[config.mk]
export PLATFORM = sky130hd
export DESIGN_NAME = waveform_generator
export DESIGN_NICKNAME = d
export VERILOG_FILES = /design/src/rtl/waveform_generator.sv
export SDC_FILE = /design/constraint.sdc
export NUM_CORES = 1
export LEC_CHECK = 0
export ABC_CLOCK_PERIOD_IN_PS = 9000
export CORE_MARGIN = 10
export CORE_UTILIZATION = 43
export DETAILED_ROUTE_END_ITERATION = 8
export PLACE_DENSITY_LB_ADDON = 0.1
export SLEW_MARGIN = 0
export SYNTH_ARGS = -nofsm -noshare
export SYNTH_HDL_FRONTEND = slang
export SYNTH_SLANG_ARGS = --single-unit
[constraint.sdc]
create_clock -name Clock -period 9 [get_ports Clock]
set_input_delay 2.7 -clock Clock [delete_from_list [all_inputs] [get_ports Clock]]
set_output_delay 2.7 -clock Clock [all_outputs]
set_load 0.03 [all_outputs]
[src/rtl/waveform_generator.sv]
// Multi-mode waveform source: phase accumulator -> shape -> amplitude scaler, with
// period-boundary config updates. Define WAVEGEN_OFFSET_EN to add a saturating Offset input.
module waveform_generator #(
  parameter int DATA_W  = 14,
  parameter int PHASE_W = 16
) (
  input  logic               Clock,
  input  logic               Reset_n,
  input  logic               Enable,
  input  logic               Load,
  input  logic [1:0]         Mode,
  input  logic [PHASE_W-1:0] PhaseInc,
  input  logic [PHASE_W-1:0] Duty,
  input  logic [DATA_W-1:0]  Amplitude,
`ifdef WAVEGEN_OFFSET_EN
  input  logic [DATA_W:0]    Offset,
`endif
  output logic [DATA_W-1:0]  SignalOut,
  output logic               Valid,
  output logic               PeriodStart,
  output logic               Busy,
  output logic [1:0]         debug_state
);

  // Valid/PeriodStart semantics: Valid is high for every cycle SignalOut carries a
  // generated sample; there is no backpressure, so each Valid cycle is one sample.

  typedef enum logic [1:0] {
    IDLE     = 2'd0,
    RUN      = 2'd1,
    STOPPING = 2'd2
  } state_t;

  typedef struct packed {
    logic [1:0]         mode;
    logic [PHASE_W-1:0] inc;
    logic [PHASE_W-1:0] duty;
    logic [DATA_W-1:0]  amp;
`ifdef WAVEGEN_OFFSET_EN
    logic [DATA_W:0]    offset;
`endif
  } cfg_t;

  localparam logic [PHASE_W-1:0] HALF_PHASE = {1'b1, {(PHASE_W-1){1'b0}}};
  localparam logic [2*DATA_W:0]  MAX_W      = {{(DATA_W+1){1'b0}}, {DATA_W{1'b1}}};

  state_t             state;
  logic [PHASE_W-1:0] phase;
  logic               first;
  logic               pending;
  cfg_t               act;
  cfg_t               shadow;
  cfg_t               cfg_in;
  cfg_t               cfg_default;

  logic               generating;
  logic [PHASE_W:0]   phase_sum;
  logic               wrap;
  logic [DATA_W-1:0]  shape;
  logic [DATA_W:0]    amp_p1;
  logic [2*DATA_W:0]  product;
  logic [2*DATA_W:0]  scaled_w;
  logic [DATA_W-1:0]  sample_next;

  always_comb begin
    cfg_in        = '0;
    cfg_in.mode   = Mode;
    cfg_in.inc    = PhaseInc;
    cfg_in.duty   = Duty;
    cfg_in.amp    = Amplitude;
`ifdef WAVEGEN_OFFSET_EN
    cfg_in.offset = Offset;
`endif
  end

  always_comb begin
    cfg_default      = '0;
    cfg_default.inc  = HALF_PHASE;
    cfg_default.duty = HALF_PHASE;
    cfg_default.amp  = '1;
  end

  assign generating  = (state != IDLE);
  assign phase_sum   = {1'b0, phase} + {1'b0, act.inc};
  assign wrap        = generating & phase_sum[PHASE_W];
  assign debug_state = state;

  always_comb begin
    shape = '0;
    case (act.mode)
      2'b00:   shape = (phase < act.duty) ? '1 : '0;
      2'b01:   shape = phase[PHASE_W-1 -: DATA_W];
      2'b10:   shape = phase[PHASE_W-1] ? ~phase[PHASE_W-2 -: DATA_W]
                                        :  phase[PHASE_W-2 -: DATA_W];
      default: shape = '1;
    endcase
  end

  // Multiplying by Amplitude+1 lets all-ones pass the shape through unchanged.
  assign amp_p1   = {1'b0, act.amp} + {{DATA_W{1'b0}}, 1'b1};
  assign product  = {{(DATA_W+1){1'b0}}, shape} * {{DATA_W{1'b0}}, amp_p1};
  assign scaled_w = product >> DATA_W;

`ifdef WAVEGEN_OFFSET_EN
  logic [2*DATA_W+1:0] off_ext;
  logic [2*DATA_W+1:0] off_sum;
  assign off_ext = {{(DATA_W+1){act.offset[DATA_W]}}, act.offset};
  assign off_sum = {1'b0, scaled_w} + off_ext;

  always_comb begin
    sample_next = off_sum[DATA_W-1:0];
    if (off_sum[2*DATA_W+1])
      sample_next = '0;
    else if (off_sum[2*DATA_W:0] > MAX_W)
      sample_next = '1;
  end
`else
  always_comb begin
    sample_next = scaled_w[DATA_W-1:0];
    if (scaled_w > MAX_W)
      sample_next = '1;
  end
`endif

  always_ff @(posedge Clock or negedge Reset_n) begin
    if (!Reset_n) begin
      state       <= IDLE;
      phase       <= '0;
      first       <= 1'b0;
      pending     <= 1'b0;
      act         <= cfg_default;
      shadow      <= cfg_default;
      SignalOut   <= '0;
      Valid       <= 1'b0;
      PeriodStart <= 1'b0;
      Busy        <= 1'b0;
    end else begin
      if (generating) begin
        SignalOut   <= sample_next;
        Valid       <= 1'b1;
        PeriodStart <= first;
      end else begin
        SignalOut   <= '0;
        Valid       <= 1'b0;
        PeriodStart <= 1'b0;
      end

      case (state)
        IDLE: begin
          phase   <= '0;
          pending <= 1'b0;
          first   <= Enable;
          if (Load) begin
            act    <= cfg_in;
            shadow <= cfg_in;
          end else if (pending) begin
            act <= shadow;
          end
          if (Enable) begin
            state <= RUN;
            Busy  <= 1'b1;
          end
        end
        default: begin
          phase <= phase_sum[PHASE_W-1:0];
          first <= wrap;
          // A Load landing on the wrap edge bypasses the shadow entirely.
          if (Load && wrap) begin
            act     <= cfg_in;
            pending <= 1'b0;
          end else if (Load) begin
            shadow  <= cfg_in;
            pending <= 1'b1;
          end else if (wrap && pending) begin
            act     <= shadow;
            pending <= 1'b0;
          end
          if (Enable) begin
            state <= RUN;
          end else if (state == RUN) begin
            state <= STOPPING;
          end else if (wrap || (act.inc == '0)) begin
            state <= IDLE;
            Busy  <= 1'b0;
            phase <= '0;
          end
        end
      endcase
    end
  end

endmodule

Word-level counts from Yosys, hierarchy flattened
Index checks and enable logic that the tools add are counted.

$add $sub $neg: 2. $mul: 1. $lt $le $gt $ge: 2. Eq/ne operators: 9. Multiplexer cells: 35. Bitwise logic cells: 2. Reductions and logical operators: 14.

Operators with widths (number): $mux W48 (9); $mux W16 (4); $mux W14 (4); $pmux W14 S3 (1); $mul A14 B15 Y29 (1); $add A16 B16 Y17 (1); $logic_not A16 Y1 (1); $lt A16 B16 Y1 (1); $add A14 B1 Y15 const B (1); $gt A15 B14 Y1 const B (1); $not A14 Y14 (1); $mux W1 (12); $mux W2 (5); $reduce_bool A3 Y1 (2); $eq A2 B1 Y1 const B (2); $logic_not A2 Y1 (2); $ne A2 B1 Y1 const B (2); $ne A2 B2 Y1 const B (2); $reduce_and A4 Y1 (1); $reduce_bool A2 Y1 (2); $reduce_bool A4 Y1 (1); $ne A3 B1 Y1 const B (1); $ne A3 B3 Y1 const B (1); $reduce_and A3 Y1 (1); other kinds (5) (6).

Flip-flop bits (word level): 133. Bits of input ports: 52. Output and inout port bits: 19. Word-level logic and storage cells: 81.

Longest topological paths before layout
Depth after elaboration: 7. Depth in mapped cells: 32. Gate-level depth less buffers: 29.

Worst setup path after synthesis
OpenSTA, ideal clock, no wires.

Path type: flip-flop to flip-flop. From: register act[29] in the netlist's numbering. To: register SignalOut[10]. Setup time: 0.137 ns. Arrival: 7.624 ns. Data required time: 8.863 ns. Path slack: 1.240 ns. Stages on the path, launching flop included: 31. Path buffers: 4. Period minus slack after synthesis: 7.760 ns. Cells stage by stage: dfstp_2 -> inv_1 -> ha_1 -> nand4_1 -> nor2_1 -> a211oi_1 -> nand3_1 -> clkbuf_1 -> o21ai_0 -> clkbuf_1 -> nand2_1 -> fa_1 -> inv_1 -> fa_1 -> fa_1 -> fa_1 -> fa_1 -> inv_1 -> fa_1 -> inv_1 -> ha_1 -> clkbuf_1 -> nand2_1 -> a211o_1 -> a31oi_1 -> o211ai_1 -> a21oi_1 -> o31ai_1 -> xnor2_1 -> buf_2 -> a21oi_1.

Cells in the longest elaborated chain, start to end: 7.

Ends and longest elaborated chain: start, declared (RTL line 51) `cfg_t act;`; start signal, assigned (RTL line 131) `act <= cfg_default;`; start signal, assigned (RTL line 154) `act <= cfg_in;`; start signal, assigned (RTL line 157) `act <= shadow;`; $lt A16 B16 Y1 (*) (RTL line 91) `2'b00: shape = (phase < act.duty) ? '1 : '0;`; $mux W14 (*) (RTL line 91); $pmux W14 S3 (*) (RTL line 90) `case (act.mode)`; $mul A14 B15 Y29 (*) (RTL line 101) `assign product = {{(DATA_W+1){1'b0}}, shape} * {{DATA_W{1'b0}}, amp_p1};`; $gt A15 B14 Y1 (RTL line 120) `if (scaled_w > MAX_W)`; $mux W14 (*) (RTL line 120); $mux W14 (*) (RTL line 138) `if (generating) begin`; end signal, assigned (RTL line 139) `SignalOut <= sample_next;`; end, declared (RTL line 18) `output logic [DATA_W-1:0] SignalOut,`.

Every way passes the cells marked *; elsewhere a longest branch is shown, timed or not. A chain may end at the register's enable or synchronous reset.

Final worst setup path
From: register phase[1]. To: register SignalOut[8].

Cells in the longest elaborated chain, start to end: 7. Elaborated cells on any way between the ends: 9. Those cells by class: mul (1); order compare (2); mux (5); bitwise (1).

Ends and longest elaborated chain: start, declared (RTL line 48) `logic [PHASE_W-1:0] phase;`; start signal, assigned (RTL line 165) `phase <= phase_sum[PHASE_W-1:0];`; $lt A16 B16 Y1 / $not A14 Y14 (equally long branches) (RTL line 91, 93); $mux W14, on equally long branches (RTL line 91, 93); $pmux W14 S3 (*) (RTL line 90); $mul A14 B15 Y29 (*) (RTL line 101); $gt A15 B14 Y1 (RTL line 120); $mux W14 (*) (RTL line 120); $mux W14 (*) (RTL line 138).

Marks and branches as above.

==> impl_metrics.py <==
metrics = {
    "synthesis": {
        "synth_ff_type": "dfrtp_1",
        "seq_area_frac_synth_pct": 23.10,
        "synth.avg_cell_area_um2": 9.018,
        "yosys_warnings": 0,
        "syn_nets": 1947,
        "synth_edf_count": 0,
        "yosysUniqueCellTypes": 67,
        "async_flop_share_pct": 100.0,
        "ys_ff_latch": 133,
        "synth_cells": 1617,
        "netlist_area_mm2": 0.01458,
    },
    "cts": {
        "postCtsSetupBuffers": 0,
        "hold_buffers": 0,
        "clock-root-buffer": "clkbuf_16",
        "cts_resized": 0,
        "h-tree-depth": 4,
        "clockBufferDepth": 2,
        "clkSinkCount": 133,
        "cts_tree": "done",
        "numCtsBuffers": 17,
        "clkLatencyLatePin_ps": 450,
        "path_clk_slew_ps": 60,
    },
    "setup_path": {
        "rr_startpoint": "phase[1]",
        "ff2ff_setup_slack_ps": 860,
        "path_max_fanout": 15,
        "critPathKind": "reg2reg",
        "crit_path_end_kind": "flip-flop",
        "worstSetupStartpoint": "phase[1]",
        "crit_slowest_cell": "a221oi_1",
        "crit_arrival_ps": 8500,
        "cpPeakStageDelay_ps": 570,
        "crit_required_ps": 9350,
        "worstSetupStartpointType": "flip-flop",
    },
    "final_layout": {
        "nets": 1995,
        "final_util_pct": 48.79,
        "nFillCells": 3242,
        "final_layout_size_suffix_gt1_share_pct": 10.19,
        "syn2layout_area_growth_pct": 12.19,
        "mostFrequentLayoutCells": "nand2_1, inv_1, nor2_1",
        "fin_cells": 2126,
        "diodes": 0,
        "layout_commonest_cell": "nand2_1",
    },
    "sta": {
        "finalClockSkew_ps": 14.85,
        "fin_crit_ps": 8144,
        "fmax_mhz": 122.8,
        "hold_violations": 0,
        "tns_ps": 0,
        "finalSetupViolations": 0,
        "rsz0062_at_grt": "no",
        "timing.final.crit_share_pct": 90.49,
        "worst_slew_pin_slew_ps": 1158,
        "slew_violations": 0,
        "maxSlewHeadroom_pct": 22.30,
        "finalWorstSetupSlack_ps": 856.2,
    },
    "floorplan": {
        "die_y_um": 204.1,
        "die-area_mm2": 0.04168,
        "io_pins": 71,
        "core_area_mm2": 0.03353,
        "initial_core_util_pct": 43.49,
        "die_w_um": 204.1,
        "rows": 67,
    },
    "drt": {
        "drtIter0Drc": 650,
        "ant_nets": 0,
        "vias": 11278,
        "firstDrtPassIters": 5,
        "drc_errors": 0,
        "drt_wl_total_um": 39770,
        "routedWlPerCell_um": 18.71,
        "via_per_inst": 5.305,
    },
    "global_routing": {
        "antenna_found_initial": 1,
        "grt-ovfl-total": 0,
        "grtUsageTotal_pct": 19.59,
        "first_global_vias": 11780,
        "grt_pass1_wl_um": 64460,
        "grt_max_degree": 75,
    },
    "place": {
        "pre_cts_slack_ps": 841.6,
        "dpl.cell_count": 2094,
        "place_congestion": 0.8848,
        "hpwl_um": 30440,
        "io_buffers": 70,
    },
    "job": {
        "cap_violations": 0,
    },
    "run_status": {
        "status": "finished clean",
    },
    "hold_path": {
        "holdCritPathClass": "reg2reg",
        "min_from": "first",
    },
}
==> synth_stat cells, types with 5 or more instances <==
cell	instances	area, um2
a221oi_2	8	120.1
a221oi_1	42	367.9
fa_1	153	3063
clkbuf_1	51	191.4
xor2_1	38	332.8
buf_1	5	18.77
and2_1	32	200.2
inv_1	206	773.2
o211ai_1	7	52.55
buf_2	13	65.06
nand2_1	230	863.3
mux2_2	28	315.3
nand4_1	8	50.05
nand2b_1	11	68.82
a2bb2oi_1	16	140.1
xnor2_1	29	254.0
buf_6	5	56.30
nand3_1	16	80.08
a21oi_1	96	480.5
ha_1	125	1564
mux2_4	20	300.3
nor2b_1	40	250.2
dfstp_2	32	840.8
o21bai_1	7	52.55
nor4_1	8	50.05
o21ai_1	6	30.03
nor2_1	161	604.3
a21o_1	11	82.58
dfrtp_1	101	2527
nor3_1	6	30.03
o21ai_0	35	175.2
o21a_1	12	90.09
==> critical path, delay by kind of cell, from the launching register on <==
family	cells	cell delay [ps]
fa+ha+maj	8	3760
simple gates	3	540
compound gates	10	2780
xor+xnor	1	150
flops	1	490
buf+inv	6	300
==> per-stage QoR <==
step | area, um2 | hold WS (ps)
4_1_cts | 16360 | 443.9
5_1_grt | 16360 | 453.6
2_1_floorplan | 14580 | 427.7
6_report | 16360 | 440.5
3_5_place_dp | 15760 | 437.0
3_3_place_gp | 15760 | 430.9
==> flip-flops by register name, summed over array words and instances (netlist names), 2 cells and up <==
name	flops
act	48
phase	16
SignalOut	14
debug_state	2
shadow	48
==> path summary, 6_finish.rpt <==
kind,to,cells after the start
setup / recovery,SignalOut[8],28
hold / removal,PeriodStart,1
setup reg to reg,SignalOut[8],28
hold reg to reg,PeriodStart,1
max in group asynchronous,act[16],2
min in group asynchronous,shadow[37],1
==> cells by family after synthesis <==
group | after synthesis | share of synthesized area, %
xor gates and xnor gates | 67 | 4.024
DFF | 133 | 23.10
adders and majority gates | 278 | 31.73
AOI/OAI and AO/OA | 276 | 13.09
and+or+nand+nor | 531 | 15.98
muxes | 48 | 4.222
buffers and inverters | 284 | 7.860
==> metal layers <==
layer / vias to the layer above / routed length (um) / part of all wire (%) / track usage (%)
li1: 5402 / - / - / -
met1: 5631 / 17660 / 44 / 25.28
met2: 210 / 19780 / 50 / 32.85
met3: 35 / 1675 / 4.2 / 3.471
met4: 0 / 660 / 1.7 / 5.871
met5: - / 0 / 0 / 0
==> cell type report <==
| type | count | area [um2] | area share (%) |
|---|---|---|---|
| Clock inverter | 12 | 113.9 | 0.6960 |
| Inverter | 207 | 777.0 | 4.750 |
| Sequential cell | 133 | 3368 | 20.59 |
| Tap cell | 448 | 560.5 | 3.426 |
| Multi-Input combinational cell | 1200 | 10080 | 61.64 |
| Clock buffer | 20 | 489.2 | 2.990 |
| Timing Repair Buffer | 106 | 967.2 | 5.912 |
Power is left out: the tool's default activity adds up to more than one toggle a clock period on the data nets, which glitch-free logic cannot reach.
